`config.mk`:
```
export PLATFORM = sky130hd
export DESIGN_NAME = aha_prog_clock_divider
export DESIGN_NICKNAME = d
export VERILOG_FILES = /design/src/rtl/aha_prog_clock_divider.sv
export SDC_FILE = /design/constraint.sdc
export NUM_CORES = 1
export LEC_CHECK = 0
export CORE_ASPECT_RATIO = 0.5
export CORE_UTILIZATION = 55
export CTS_CLUSTER_SIZE = 25
export DETAILED_ROUTE_END_ITERATION = 12
export GPL_ROUTABILITY_DRIVEN = 1
export PLACE_DENSITY_LB_ADDON = 0.15
export SLEW_MARGIN = 20
export SYNTH_ARGS = -nofsm -noshare
export SYNTH_HDL_FRONTEND = slang
export SYNTH_SLANG_ARGS = --single-unit
```
`constraint.sdc`:
```
create_clock -name CLK_IN -period 4.4 [get_ports CLK_IN]
set_input_delay 0.88 -clock CLK_IN [delete_from_list [all_inputs] [get_ports CLK_IN]]
set_output_delay 0.88 -clock CLK_IN [all_outputs]
set_load 0.005 [all_outputs]
```
`src/rtl/aha_prog_clock_divider.sv`:
```
`default_nettype none
// ============================================================================
// Module   : aha_prog_clock_divider
// Brief    : NUM_CH runtime-programmable register-generated clock dividers with
//            per-channel enable pulses, glitch-free start/stop and req/ack
//            ratio updates applied at period boundaries.
//            Optional phase alignment: define AHA_CLKDIV_PHASE_ALIGN_EN.
// Revision : 1.0 - initial release
// ============================================================================
module aha_prog_clock_divider #(
    parameter int NUM_CH      = 4,
    parameter int DIV_W       = 8,
    parameter int DEFAULT_DIV = 2
) (
    input  logic                    CLK_IN,
    input  logic                    RESETn,
    input  logic [NUM_CH-1:0]       CH_EN,
    input  logic [NUM_CH*DIV_W-1:0] DIV_RATIO,
    input  logic                    DIV_REQ,
    output logic                    DIV_ACK,
    output logic                    DIV_BUSY,
`ifdef AHA_CLKDIV_PHASE_ALIGN_EN
    input  logic                    ALIGN_REQ,
    output logic                    ALIGN_DONE,
`endif
    output logic [NUM_CH-1:0]       CLK_OUT,
    output logic [NUM_CH-1:0]       CLK_OUT_EN
);

    localparam int               DEF_CLAMPED = (DEFAULT_DIV < 2) ? 2 : DEFAULT_DIV;
    localparam logic [DIV_W-1:0] DEF_D       = DEF_CLAMPED[DIV_W-1:0];
    localparam logic [DIV_W-1:0] ONE         = {{(DIV_W-1){1'b0}}, 1'b1};
    localparam logic [DIV_W-1:0] MIN_D       = {{(DIV_W-2){1'b0}}, 2'b10};

    typedef enum logic {
        CH_STOPPED = 1'b0,
        CH_RUNNING = 1'b1
    } ch_state_t;

    typedef enum logic [1:0] {
        UPD_IDLE    = 2'd0,
        UPD_PENDING = 2'd1,
        UPD_ACK     = 2'd2
    } upd_state_t;

    function automatic logic [DIV_W-1:0] clamp_div(input logic [DIV_W-1:0] v);
        return (v < MIN_D) ? MIN_D : v;
    endfunction

    upd_state_t        upd_state;
    logic              capture;
    logic [NUM_CH-1:0] pend_vec;
    logic [NUM_CH-1:0] ready_vec;
    logic [NUM_CH-1:0] member;
    logic              align_act;
    logic              all_ready;

    assign capture   = (upd_state == UPD_IDLE) && DIV_REQ;
    assign all_ready = &ready_vec;

    // Ratio update handshake; DIV_ACK and DIV_BUSY are registered outputs.
    always_ff @(posedge CLK_IN or negedge RESETn) begin
        if (!RESETn) begin
            upd_state <= UPD_IDLE;
            DIV_ACK   <= 1'b0;
            DIV_BUSY  <= 1'b0;
        end else begin
            case (upd_state)
                UPD_IDLE: begin
                    DIV_ACK <= 1'b0;
                    if (DIV_REQ) begin
                        upd_state <= UPD_PENDING;
                        DIV_BUSY  <= 1'b1;
                    end
                end
                UPD_PENDING: begin
                    if (pend_vec == '0) begin
                        upd_state <= UPD_ACK;
                        DIV_ACK   <= 1'b1;
                    end
                end
                UPD_ACK: begin
                    upd_state <= UPD_IDLE;
                    DIV_ACK   <= 1'b0;
                    DIV_BUSY  <= 1'b0;
                end
                default: begin
                    upd_state <= UPD_IDLE;
                    DIV_ACK   <= 1'b0;
                    DIV_BUSY  <= 1'b0;
                end
            endcase
        end
    end

`ifdef AHA_CLKDIV_PHASE_ALIGN_EN
    logic [NUM_CH-1:0] run_vec;

    // Membership is frozen at arm time so channels stopped then never gate release.
    always_ff @(posedge CLK_IN or negedge RESETn) begin
        if (!RESETn) begin
            align_act  <= 1'b0;
            member     <= '0;
            ALIGN_DONE <= 1'b0;
        end else begin
            ALIGN_DONE <= 1'b0;
            if (align_act) begin
                if (all_ready) begin
                    align_act  <= 1'b0;
                    ALIGN_DONE <= 1'b1;
                end
            end else if (ALIGN_REQ && (upd_state == UPD_IDLE) && !DIV_REQ) begin
                align_act <= 1'b1;
                member    <= run_vec;
            end
        end
    end
`else
    assign align_act = 1'b0;
    assign member    = '0;
`endif

    for (genvar i = 0; i < NUM_CH; i++) begin : g_ch
        ch_state_t        state;
        logic [DIV_W-1:0] div_q;
        logic [DIV_W-1:0] cnt_q;
        logic [DIV_W-1:0] shadow_q;
        logic [DIV_W-1:0] div_eff;
        logic [DIV_W-1:0] cnt_inc;
        logic [DIV_W-1:0] field;
        logic             pend_q;
        logic             clk_q;
        logic             running;
        logic             tc;
        logic             hold;

        assign field   = DIV_RATIO[i*DIV_W +: DIV_W];
        assign running = (state == CH_RUNNING);
        assign tc      = running && (cnt_q == (div_q - ONE));
        assign cnt_inc = cnt_q + ONE;
        assign div_eff = pend_q ? shadow_q : div_q;

        // A channel about to stop is not ready; once stopped it no longer blocks release.
        assign ready_vec[i] = !member[i] || !running || (tc && CH_EN[i]);
        assign hold         = align_act && member[i] && tc && CH_EN[i] && !all_ready;

        always_ff @(posedge CLK_IN or negedge RESETn) begin
            if (!RESETn) begin
                state    <= CH_STOPPED;
                cnt_q    <= '0;
                div_q    <= DEF_D;
                shadow_q <= DEF_D;
                pend_q   <= 1'b0;
                clk_q    <= 1'b0;
            end else begin
                case (state)
                    CH_STOPPED: begin
                        clk_q <= 1'b0;
                        if (pend_q) begin
                            div_q  <= shadow_q;
                            pend_q <= 1'b0;
                        end
                        if (CH_EN[i]) begin
                            state <= CH_RUNNING;
                            cnt_q <= div_eff - ONE;
                        end
                    end
                    CH_RUNNING: begin
                        if (!tc) begin
                            cnt_q <= cnt_inc;
                            clk_q <= (cnt_inc < (div_q >> 1));
                        end else if (!hold) begin
                            // Period boundary: new ratio, restart or stop all land here.
                            if (pend_q) begin
                                div_q  <= shadow_q;
                                pend_q <= 1'b0;
                            end
                            cnt_q <= '0;
                            clk_q <= CH_EN[i];
                            if (!CH_EN[i]) begin
                                state <= CH_STOPPED;
                            end
                        end
                    end
                    default: state <= CH_STOPPED;
                endcase
                if (capture) begin
                    shadow_q <= clamp_div(field);
                    pend_q   <= 1'b1;
                end
            end
        end

        assign CLK_OUT[i]    = clk_q;
        assign CLK_OUT_EN[i] = tc && CH_EN[i] && !hold;
        assign pend_vec[i]   = pend_q;
`ifdef AHA_CLKDIV_PHASE_ALIGN_EN
        assign run_vec[i]    = running;
`endif
    end

endmodule
`default_nettype wire
```
==> results of run 1 <==
final timing paths:
path	startpoint	to	slack, ns
worst max-delay path	g_ch[2].div_q[1]	CLK_OUT_EN[2]	0.56
worst min-delay path	g_ch[0].shadow_q[0]	g_ch[0].shadow_q[0]	0.48
worst max register to register	g_ch[2].div_q[1]	g_ch[2].div_q[7]	1.45
worst min register to register	g_ch[0].shadow_q[0]	g_ch[0].shadow_q[0]	0.48
max in group asynchronous	RESETn	g_ch[0].div_q[1]	2.87
min in group asynchronous	RESETn	g_ch[1].running	0.58
per-layer routing:
layer  track usage  routed length [µm]  part of all wire
met1        0.3639                8543              0.53
met2        0.3708                6925              0.43
met3       0.04338                 588             0.036
met4       0.04837                 165             0.010
met5             0                   0                 0
final cells by class:
| type | instances | area (µm²) | share of cell area |
|---|---|---|---|
| inverter | 45 | 168.9 | 0.02019 |
| timing repair buffer | 56 | 538.0 | 0.06430 |
| tap | 170 | 212.7 | 0.02542 |
| clock inverter | 5 | 31.28 | 0.003739 |
| clock buffer | 11 | 242.7 | 0.02901 |
| multi-input combinational | 613 | 4360 | 0.5212 |
| sequential | 112 | 2813 | 0.3362 |
registers in the layout, indices dropped and copies added, names as in the netlist:
signal / flops
g_ch.cnt_q: 32
DIV_ACK: 1
g_ch.pend_q: 4
DIV_BUSY: 1
upd_state: 2
g_ch.shadow_q: 32
g_ch.clk_q: 4
g_ch.running: 4
g_ch.div_q: 32
layout by cell type, fill, tap and decap left out, types with 20 or more instances in the layout:
| cell type | synthesis | layout |
|---|---|---|
| xnor2_1 | 37 | 37 |
| xor2_1 | 45 | 45 |
| nand3_1 | 22 | 22 |
| nor3_1 | 34 | 34 |
| a21oi_1 | 20 | 20 |
| inv_1 | 45 | 45 |
| o21ai_0 | 35 | 35 |
| nand2_1 | 113 | 112 |
| clkdlybuf4s50_1 | 0 | 47 |
| dfrtp_1 | 104 | 104 |
| ha_1 | 36 | 36 |
| mux2i_1 | 67 | 67 |
| nor2_1 | 32 | 32 |
power groups by stage:
stage	logic (µW)	clock network [µW]	registers, µW
after global placement	2190	0	1710
after CTS	2260	801	1700
after global routing	2570	844	1760
after floorplan	1950	0	1470
after detailed placement	2230	0	1710
final	2260	785	1710
worst reg2reg max path, stage by stage, from the launching register on:
cell and delay [ns]:
dfstp_2 0.58, inv_1 0.06, ha_1 0.22, or3_1 0.38
a31o_2 0.27, o41ai_4 0.62, nand2_1 0.31, mux2_1 0.39
metrics by stage:
stage	area (µm²)	cells	worst slack [ns]
final	8367	1012	0.5633
after global routing	8367	1012	0.4071
after CTS	8364	1012	0.5611
after detailed placement	8090	996	0.9433
after global placement	8090	996	0.9786
after floorplan	7577	822	1.348
logic make-up (layout without fill, tap and decap cells):
| group | Yosys count | count (layout) | synth area share |
|---|---|---|---|
| buffers and inverters | 97 | 117 | 0.05366 |
| XOR/XNOR | 82 | 82 | 0.09478 |
| AND/OR/NAND/NOR | 273 | 273 | 0.1759 |
| multiplexers | 91 | 91 | 0.1271 |
| AO/OA/AOI/OAI | 131 | 131 | 0.1179 |
| adder cells (fa/ha/maj) | 36 | 36 | 0.05944 |
| flip-flops | 112 | 112 | 0.3712 |
==> flow_metrics.tcl, run 1 <==
set metrics [dict create \
    post-synth-top-count-cell "nand2_1" \
    worstHoldPathType "reg2reg" \
    dr.pass1.iters 7 \
    vias 5840 \
    yosysSeqAreaShare 0.3712 \
    drt_iter0_markers 387 \
    required_ns 3.52 \
    syn_area_mm2 0.007577 \
    ys_seq_elements 112 \
    overflow 0 \
    grt_max_degree 58 \
    crit_cells 8 \
    ff2ff_path_depth 7 \
    coreArea_mm2 0.01306 \
    period_share 0.8720 \
    combPwrFrac 0.475 \
    port_buffers 48 \
    cts_resized 0 \
    cts_buffers 9 \
    antenna_found_initial 0 \
    gp_congestion 0.9110 \
    post_cts_buffers 0 \
    p_int_uw 2780 \
    drive_gt1_frac 0.07720 \
    die_w_um 168.0 \
    status "complete, no violations" \
    num_antenna_cells 0 \
    p_seq_frac 0.360 \
    die_y_um 85.00 \
    synthFlopType "dfrtp_1" \
    start_kind "flip-flop" \
    power_frac_clock 0.165 \
    critPathBufInv 3 \
    rsz0062_at_grt "no" \
    wl_per_cell_um 16.03 \
    synth_top_area_frac 0.3435 \
    clk_latency_ns 0.36 \
    finalSetupTns_ns 0 \
    drc 0 \
    yosys-top-cells-count "113 x nand2_1, 104 x dfrtp_1, 67 x mux2i_1" \
    syn_nets 897 \
    grt_pass1_vias 5714 \
    hold_viol 0 \
    path_class "reg2out" \
    yosys.area.top_type "dfrtp_1" \
    swShare 0.4147 \
    fin_nets 912 \
    p_sw_uw 1970 \
    yosys-top-cells-area "dfrtp_1 34%, mux2i_1 8.9%, ha_1 5.9%, nand2_1 5.6%, xor2_1 5.2%" \
    fmax_ghz 0.2606 \
    crit_arrival_ns 2.96 \
    hold_ws_ns 0.4830 \
    vias_per_cell 5.771 \
    max_stage_delay_ns 0.58 \
    total_power_uw 4750 \
    ir_drop_uv 255.6 \
    detail_route.wirelength_um 16220 \
    placementRows 29 \
    crit_path_cell_trace "inv_1 > ha_1 > or3_1 > a31o_2 > nor4_2 > buf_4 > and3_1 > clkdlybuf4s50_1" \
    end_kind "output port" \
    synth_cell_type_count 61 \
    cp_max_fo 7 \
    grt_util_all_layers 0.2436 \
    numClockSinks 112 \
    ys.warnings.count 0 \
    setup_viol 0 \
    maxSlewHeadroom 0.4384 \
    synthArstFlopShare 1.000 \
    nFillCells 1105 \
    clock_skew_ns 0.01259 \
    top_level_ports 49 \
    syn_inst 822 \
    min_period_ns 3.837 \
    cp_top_family "simple AND/OR/NAND/NOR gates" \
    power_density_mw_per_mm2 567.7 \
    power.leakage_uw 0.003829 \
    ctsHtreeMaxLevel 3 \
    grt_pass1_wl_um 28030 \
    ctsLongestPathBuffers 2 \
    avgSynthCellArea_um2 9.218 \
    die_area_mm2 0.01428 \
    ant_nets 0 \
    clkTransAtPathRegs_ns 0.07 \
    dp_hpwl_um 11710 \
    cts_root_buffer "clkbuf_16" \
    finalMaxSlewViolations 0 \
    drv_cap 0 \
    cts_hold_buffers 0 \
    start_util 0.5801 \
    cp_slowest_cell "dfstp_2" \
    syn2layout_area_growth_pct 10.42 \
    tightestPinTransition_ns 0.8415 \
    synth_enable_flop_cells 0 \
    hold_depth 2 \
    cts_tree "yes" \
    finalCoreUtilization 0.6405 \
]
Power figures use the tool's default switching activity.
==> run 2, diff against run 1 <==
Settings changed: GPL_ROUTABILITY_DRIVEN 1 to 0, SLEW_MARGIN 20 to 25.
==> run 2 against run 1 <==
Die area stayed put; global-route usage increased by 0.30 points; sequential cell count stayed put; sequential power is essentially flat; maximum frequency shrank 0.16%; core utilization unchanged; register-to-register slack lost 0.02 ns; count of clock-buffer cells in the layout unchanged; design area stayed put; wire length increased by 1.7%; critical endpoint unchanged.
==> flow_metrics.tcl, run 2 (same netlist as run 1, synthesis figures left out) <==
set metrics [dict create \
    ir_drop_uv 226.2 \
    drc 0 \
    die_y_um 85.00 \
    fin_cells 1011 \
    grt_pass1_vias 5625 \
    clk_latency_ns 0.36 \
    maxSlewHeadroom 0.3825 \
    placementRows 29 \
    placedCellCount 995 \
    wl_per_cell_um 16.33 \
    reg2reg_setup_slack_ns 1.43 \
    multi_input_area_mm2 0.004360 \
    cp_slowest_cell "dfstp_2" \
    grt_pass1_wl_um 28310 \
    drt_iter0_markers 397 \
    port_buffers 48 \
    dp_hpwl_um 11950 \
    finalMaxSlewViolations 0 \
    hold_depth 2 \
    ff2ff_path_depth 7 \
    worstHoldPathType "reg2reg" \
    start_kind "flip-flop" \
    layout_commonest_cell "nand2_1" \
    regArea_mm2 0.002813 \
    rr_startpoint "g_ch[2].div_q[1]" \
    min_period_ns 3.843 \
    die_w_um 168.0 \
    cts_root_buffer "clkbuf_16" \
    reg2reg_to "g_ch[2].div_q[7]" \
    setup_viol 0 \
    fmax_ghz 0.2602 \
    post_cts_buffers 0 \
    clock_skew_ns 0.007756 \
    power.leakage_uw 0.003824 \
    cts_buffers 9 \
    ant_nets 0 \
    max_stage_delay_ns 0.58 \
    status "complete, no violations" \
    die_area_mm2 0.01428 \
    start_util 0.5801 \
    reg_top3 "g_ch.cnt_q x32, g_ch.div_q x32, g_ch.shadow_q x32" \
    detail_route.wirelength_um 16510 \
    cp_top_family "simple AND/OR/NAND/NOR gates" \
    dr.pass1.iters 5 \
    syn2layout_area_growth_pct 10.42 \
    vias_per_cell 5.811 \
    clkTransAtPathRegs_ns 0.07 \
    period_share 0.8734 \
    required_ns 3.52 \
    tightestPinTransition_ns 0.9253 \
    cp_max_fo 7 \
    path_class "reg2out" \
    critPathBufInv 3 \
    hold_viol 0 \
    vias 5875 \
    grt_max_degree 70 \
    grt_util_all_layers 0.2466 \
    rsz0062_at_grt "no" \
    power_density_mw_per_mm2 569.5 \
    drv_cap 0 \
    nFillCells 1047 \
    finalSetupTns_ns 0 \
    coreArea_mm2 0.01306 \
    fin_nets 911 \
    overflow 0 \
    numClockSinks 112 \
    min_from "g_ch[2].shadow_q[0]" \
    cts_tree "yes" \
    ctsHtreeMaxLevel 3 \
    finalCoreUtilization 0.6405 \
    top_level_ports 49 \
    hold_path_end "g_ch[2].shadow_q[0]" \
    num_antenna_cells 0 \
    drive_gt1_frac 0.07610 \
    antenna_found_initial 0 \
    cts_resized 0 \
    crit_arrival_ns 2.96 \
    end_kind "output port" \
    crit_path_cell_trace "inv_1 > ha_1 > or3_1 > a31o_2 > nor4_2 > buf_4 > and3_1 > clkdlybuf4s50_1" \
    ctsLongestPathBuffers 2 \
    cts_hold_buffers 0 \
    final_cell_mix "112 x nand2_1, 104 x dfrtp_1, 67 x mux2i_1, 47 x clkdlybuf4s50_1" \
]
==> run 2: how the worst max path moves through the flow <==
stage                     slack (ns)              from  cells after the start            end
final                           0.56  g_ch[2].div_q[1]                      8  CLK_OUT_EN[2]
after floorplan                 1.35  g_ch[0].div_q[3]                      6  CLK_OUT_EN[0]
after detailed placement        0.94  g_ch[2].div_q[1]                      8  CLK_OUT_EN[2]
after global placement          0.98  g_ch[2].div_q[1]                      8  CLK_OUT_EN[2]
after CTS                       0.55  g_ch[2].div_q[1]                      8  CLK_OUT_EN[2]
after global routing            0.45  g_ch[2].div_q[1]                      8  CLK_OUT_EN[2]
==> run 2: worst min-delay path, cell delays in order (launching register included) <==
cell and delay (ns):
dfrtp_1 0.35, nand2_1 0.05, o21ai_0 0.06
==> run 2: area by class of cell <==
type,instances,share of cell area
clock buffers,11,0.02901
clock inverters,5,0.004636
inverters,45,0.02019
multi-input cells,613,0.5212
flip-flops and latches,112,0.3362
well taps,170,0.02542
repair buffers,55,0.06341
==> run 2: report_power, final <==
part | switching, µW | internal [µW] | leakage [µW] | total, µW
Combinational | 1140 | 1110 | 0.00228 | 2250
Sequential | 446 | 1270 | 0.00140 | 1720
Clock | 395 | 405 | 0.000137 | 800
==> run 2: metal layers <==
| metal | wire [µm] | part of all wire | global-route usage | vias to the layer above |
|---|---|---|---|---|
| met5 | 0 | 0 | 0 | - |
| met1 | 8543 | 0.52 | 0.3684 | 2810 |
| met3 | 673 | 0.041 | 0.04851 | 24 |
| met2 | 7093 | 0.43 | 0.3674 | 136 |
| met4 | 195 | 0.012 | 0.05755 | 0 |
| li1 | - | - | - | 2905 |
==> run 2: through the flow <==
step | instance area [µm²] | total power, µW | hold WS, ns | setup WS (ns)
3_5_place_dp | 8085 | 3946 | 0.4787 | 0.9391
6_report | 8367 | 4765 | 0.4890 | 0.5571
5_1_grt | 8367 | 5167 | 0.5308 | 0.4544
2_1_floorplan | 7577 | 3420 | 0.4496 | 1.348
4_1_cts | 8367 | 4768 | 0.4921 | 0.5478
3_3_place_gp | 8083 | 3895 | 0.4753 | 0.9826
==> run 3, diff against run 2 <==
Settings changed: CORE_MARGIN set to 3.
==> run 3 against run 2 <==
Final cell count is 0.20% lower; global-route usage shrank 1.9 points; non-clock buffer count is the same; count of clock-buffer cells in the layout stayed put; setup slack got worse by 0.00073 ns; critical path depth unchanged; register-to-register slack better by 0.04 ns; sequential power hardly changed; worst hold slack worse by 0.0045 ns; combinational power is essentially flat; die area up 7.2%.
==> flow_metrics.tcl, run 3 (same netlist as run 1, synthesis figures left out) <==
set metrics [dict create \
    multi_input_area_mm2 0.004360 \
    grt_util_all_layers 0.2281 \
    grt_pass1_vias 5607 \
    finalMaxSlewViolations 0 \
    cp_slowest_cell "dfstp_2" \
    rr_startpoint "g_ch[2].div_q[1]" \
    fin_cells 1009 \
    antenna_found_initial 0 \
    reg2reg_to "g_ch[2].div_q[7]" \
    path_class "reg2out" \
    setup_viol 0 \
    vias 5881 \
    ir_drop_uv 283.7 \
    combPwrFrac 0.470 \
    fmax_ghz 0.2602 \
    ctsLongestPathBuffers 2 \
    swShare 0.4091 \
    layout_commonest_cell "nand2_1" \
    vias_per_cell 5.829 \
    die_w_um 172.0 \
    reg2reg_setup_slack_ns 1.47 \
    drt_iter0_markers 464 \
    start_util 0.5801 \
    hold_viol 0 \
    num_antenna_cells 0 \
    power.leakage_uw 0.003824 \
    min_period_ns 3.844 \
    ctsHtreeMaxLevel 3 \
    placedCellCount 995 \
    numClockSinks 112 \
    clkTransAtPathRegs_ns 0.07 \
    syn2layout_area_growth_pct 10.35 \
    ff2ff_path_depth 7 \
    fin_nets 911 \
    power_density_mw_per_mm2 569.7 \
    status "complete, no violations" \
    reg_top3 "g_ch.cnt_q x32, g_ch.div_q x32, g_ch.shadow_q x32" \
    p_int_uw 2815 \
    clock_skew_ns 0.01124 \
    cts_hold_buffers 0 \
    cts_resized 0 \
    grt_pass1_wl_um 28080 \
    finalSetupTns_ns 0 \
    die_y_um 89.00 \
    required_ns 3.52 \
    hold_depth 2 \
    drive_gt1_frac 0.07271 \
    hold_path_end "g_ch[2].shadow_q[0]" \
    crit_path_cell_trace "inv_1 > ha_1 > or3_1 > a31o_2 > nor4_2 > buf_4 > and3_1 > clkdlybuf4s50_1" \
    placementRows 29 \
    p_seq_frac 0.359 \
    dp_hpwl_um 11890 \
    cts_root_buffer "clkbuf_16" \
    coreArea_mm2 0.01306 \
    crit_arrival_ns 2.96 \
    final_cell_mix "112 x nand2_1, 104 x dfrtp_1, 67 x mux2i_1, 47 x clkdlybuf4s50_1" \
    dpl-instance-area_mm2 0.008085 \
    drc 0 \
    nFillCells 1098 \
    power_frac_clock 0.171 \
    ant_nets 0 \
    tightestPinTransition_ns 0.8688 \
    detail_route.wirelength_um 16340 \
    p_sw_uw 1949 \
    worst_slack_ns 0.5563 \
    port_buffers 48 \
    top_level_ports 49 \
    rsz0062_at_grt "no" \
    post_cts_buffers 0 \
    hold_ws_ns 0.4846 \
    cts_buffers 9 \
    pre_cts_ws_ns 0.9213 \
    overflow 0 \
    clk_latency_ns 0.35 \
    start_kind "flip-flop" \
    die_area_mm2 0.01531 \
    period_share 0.8736 \
    cp_max_fo 7 \
    min_from "g_ch[2].shadow_q[0]" \
    wl_per_cell_um 16.20 \
    max_stage_delay_ns 0.58 \
    maxSlewHeadroom 0.4202 \
    postLayoutCellArea_mm2 0.008362 \
    drv_cap 0 \
    regArea_mm2 0.002813 \
    grt_max_degree 44 \
    cts_tree "yes" \
    dr.pass1.iters 5 \
    end_kind "output port" \
    worstHoldPathType "reg2reg" \
]
==> run 3: changes by cell type in the layout (fill, tap and decap cells not counted), sizes merged <==
| cell | before | now |
|---|---|---|
| inv | 47 | 46 |
| bufinv | 0 | 1 |
| clkinv | 2 | 1 |
| clkinvlp | 1 | 0 |
==> run 3: worst max-delay path, delay by kind of cell (launching register included) <==
kind | cells | cell delay [ns]
buf+inv | 3 | 0.73
flops | 1 | 0.58
simple gates | 3 | 0.81
compound gates | 1 | 0.27
fa+ha+maj | 1 | 0.22
==> run 3: final cells by class <==
| cell class | instances | share of cell area |
|---|---|---|
| multi-input cells | 613 | 0.5215 |
| flip-flops and latches | 112 | 0.3364 |
| repair buffers | 55 | 0.06344 |
| clock buffers | 11 | 0.02783 |
| well taps | 170 | 0.02544 |
| inverters | 45 | 0.02020 |
| clock inverters | 3 | 0.005237 |
==> run 3: power by group through the flow <==
stage          clock [µW]  combinational [µW]  sequential (µW)
5_1_grt               868                2560             1770
3_3_place_gp            0                2190             1710
3_5_place_dp            0                2230             1720
6_report              814                2240             1710
4_1_cts               826                2240             1700
2_1_floorplan           0                1950             1470
==> run 3: metal layers <==
| layer | wire [µm] | vias to the layer above | global-route usage | part of all wire |
|---|---|---|---|---|
| met2 | 7093 | 151 | 0.3456 | 0.43 |
| met1 | 8303 | 2809 | 0.3429 | 0.51 |
| li1 | - | 2907 | - | - |
| met3 | 816 | 14 | 0.04505 | 0.050 |
| met5 | 0 | - | 0 | 0 |
| met4 | 131 | 0 | 0.04490 | 0.0080 |
==> run 3: stage by stage <==
stage | power [µW] | util
final | 4764 | 0.6401
after global routing | 5197 | 0.6401
after CTS | 4771 | 0.6401
after detailed placement | 3950 | 0.6190
after global placement | 3898 | 0.6188
after floorplan | 3420 | -
==> run 3: how the worst max path moves through the flow <==
stage,startpoint,end,slack [ns],cells after the start
2_1_floorplan,g_ch[0].div_q[3],CLK_OUT_EN[0],1.35,6
3_3_place_gp,g_ch[2].div_q[1],CLK_OUT_EN[2],0.98,8
3_5_place_dp,g_ch[2].div_q[1],CLK_OUT_EN[2],0.92,8
4_1_cts,g_ch[2].div_q[1],CLK_OUT_EN[2],0.53,8
5_1_grt,g_ch[2].div_q[1],CLK_OUT_EN[2],0.39,8
6_report,g_ch[2].div_q[1],CLK_OUT_EN[2],0.56,8
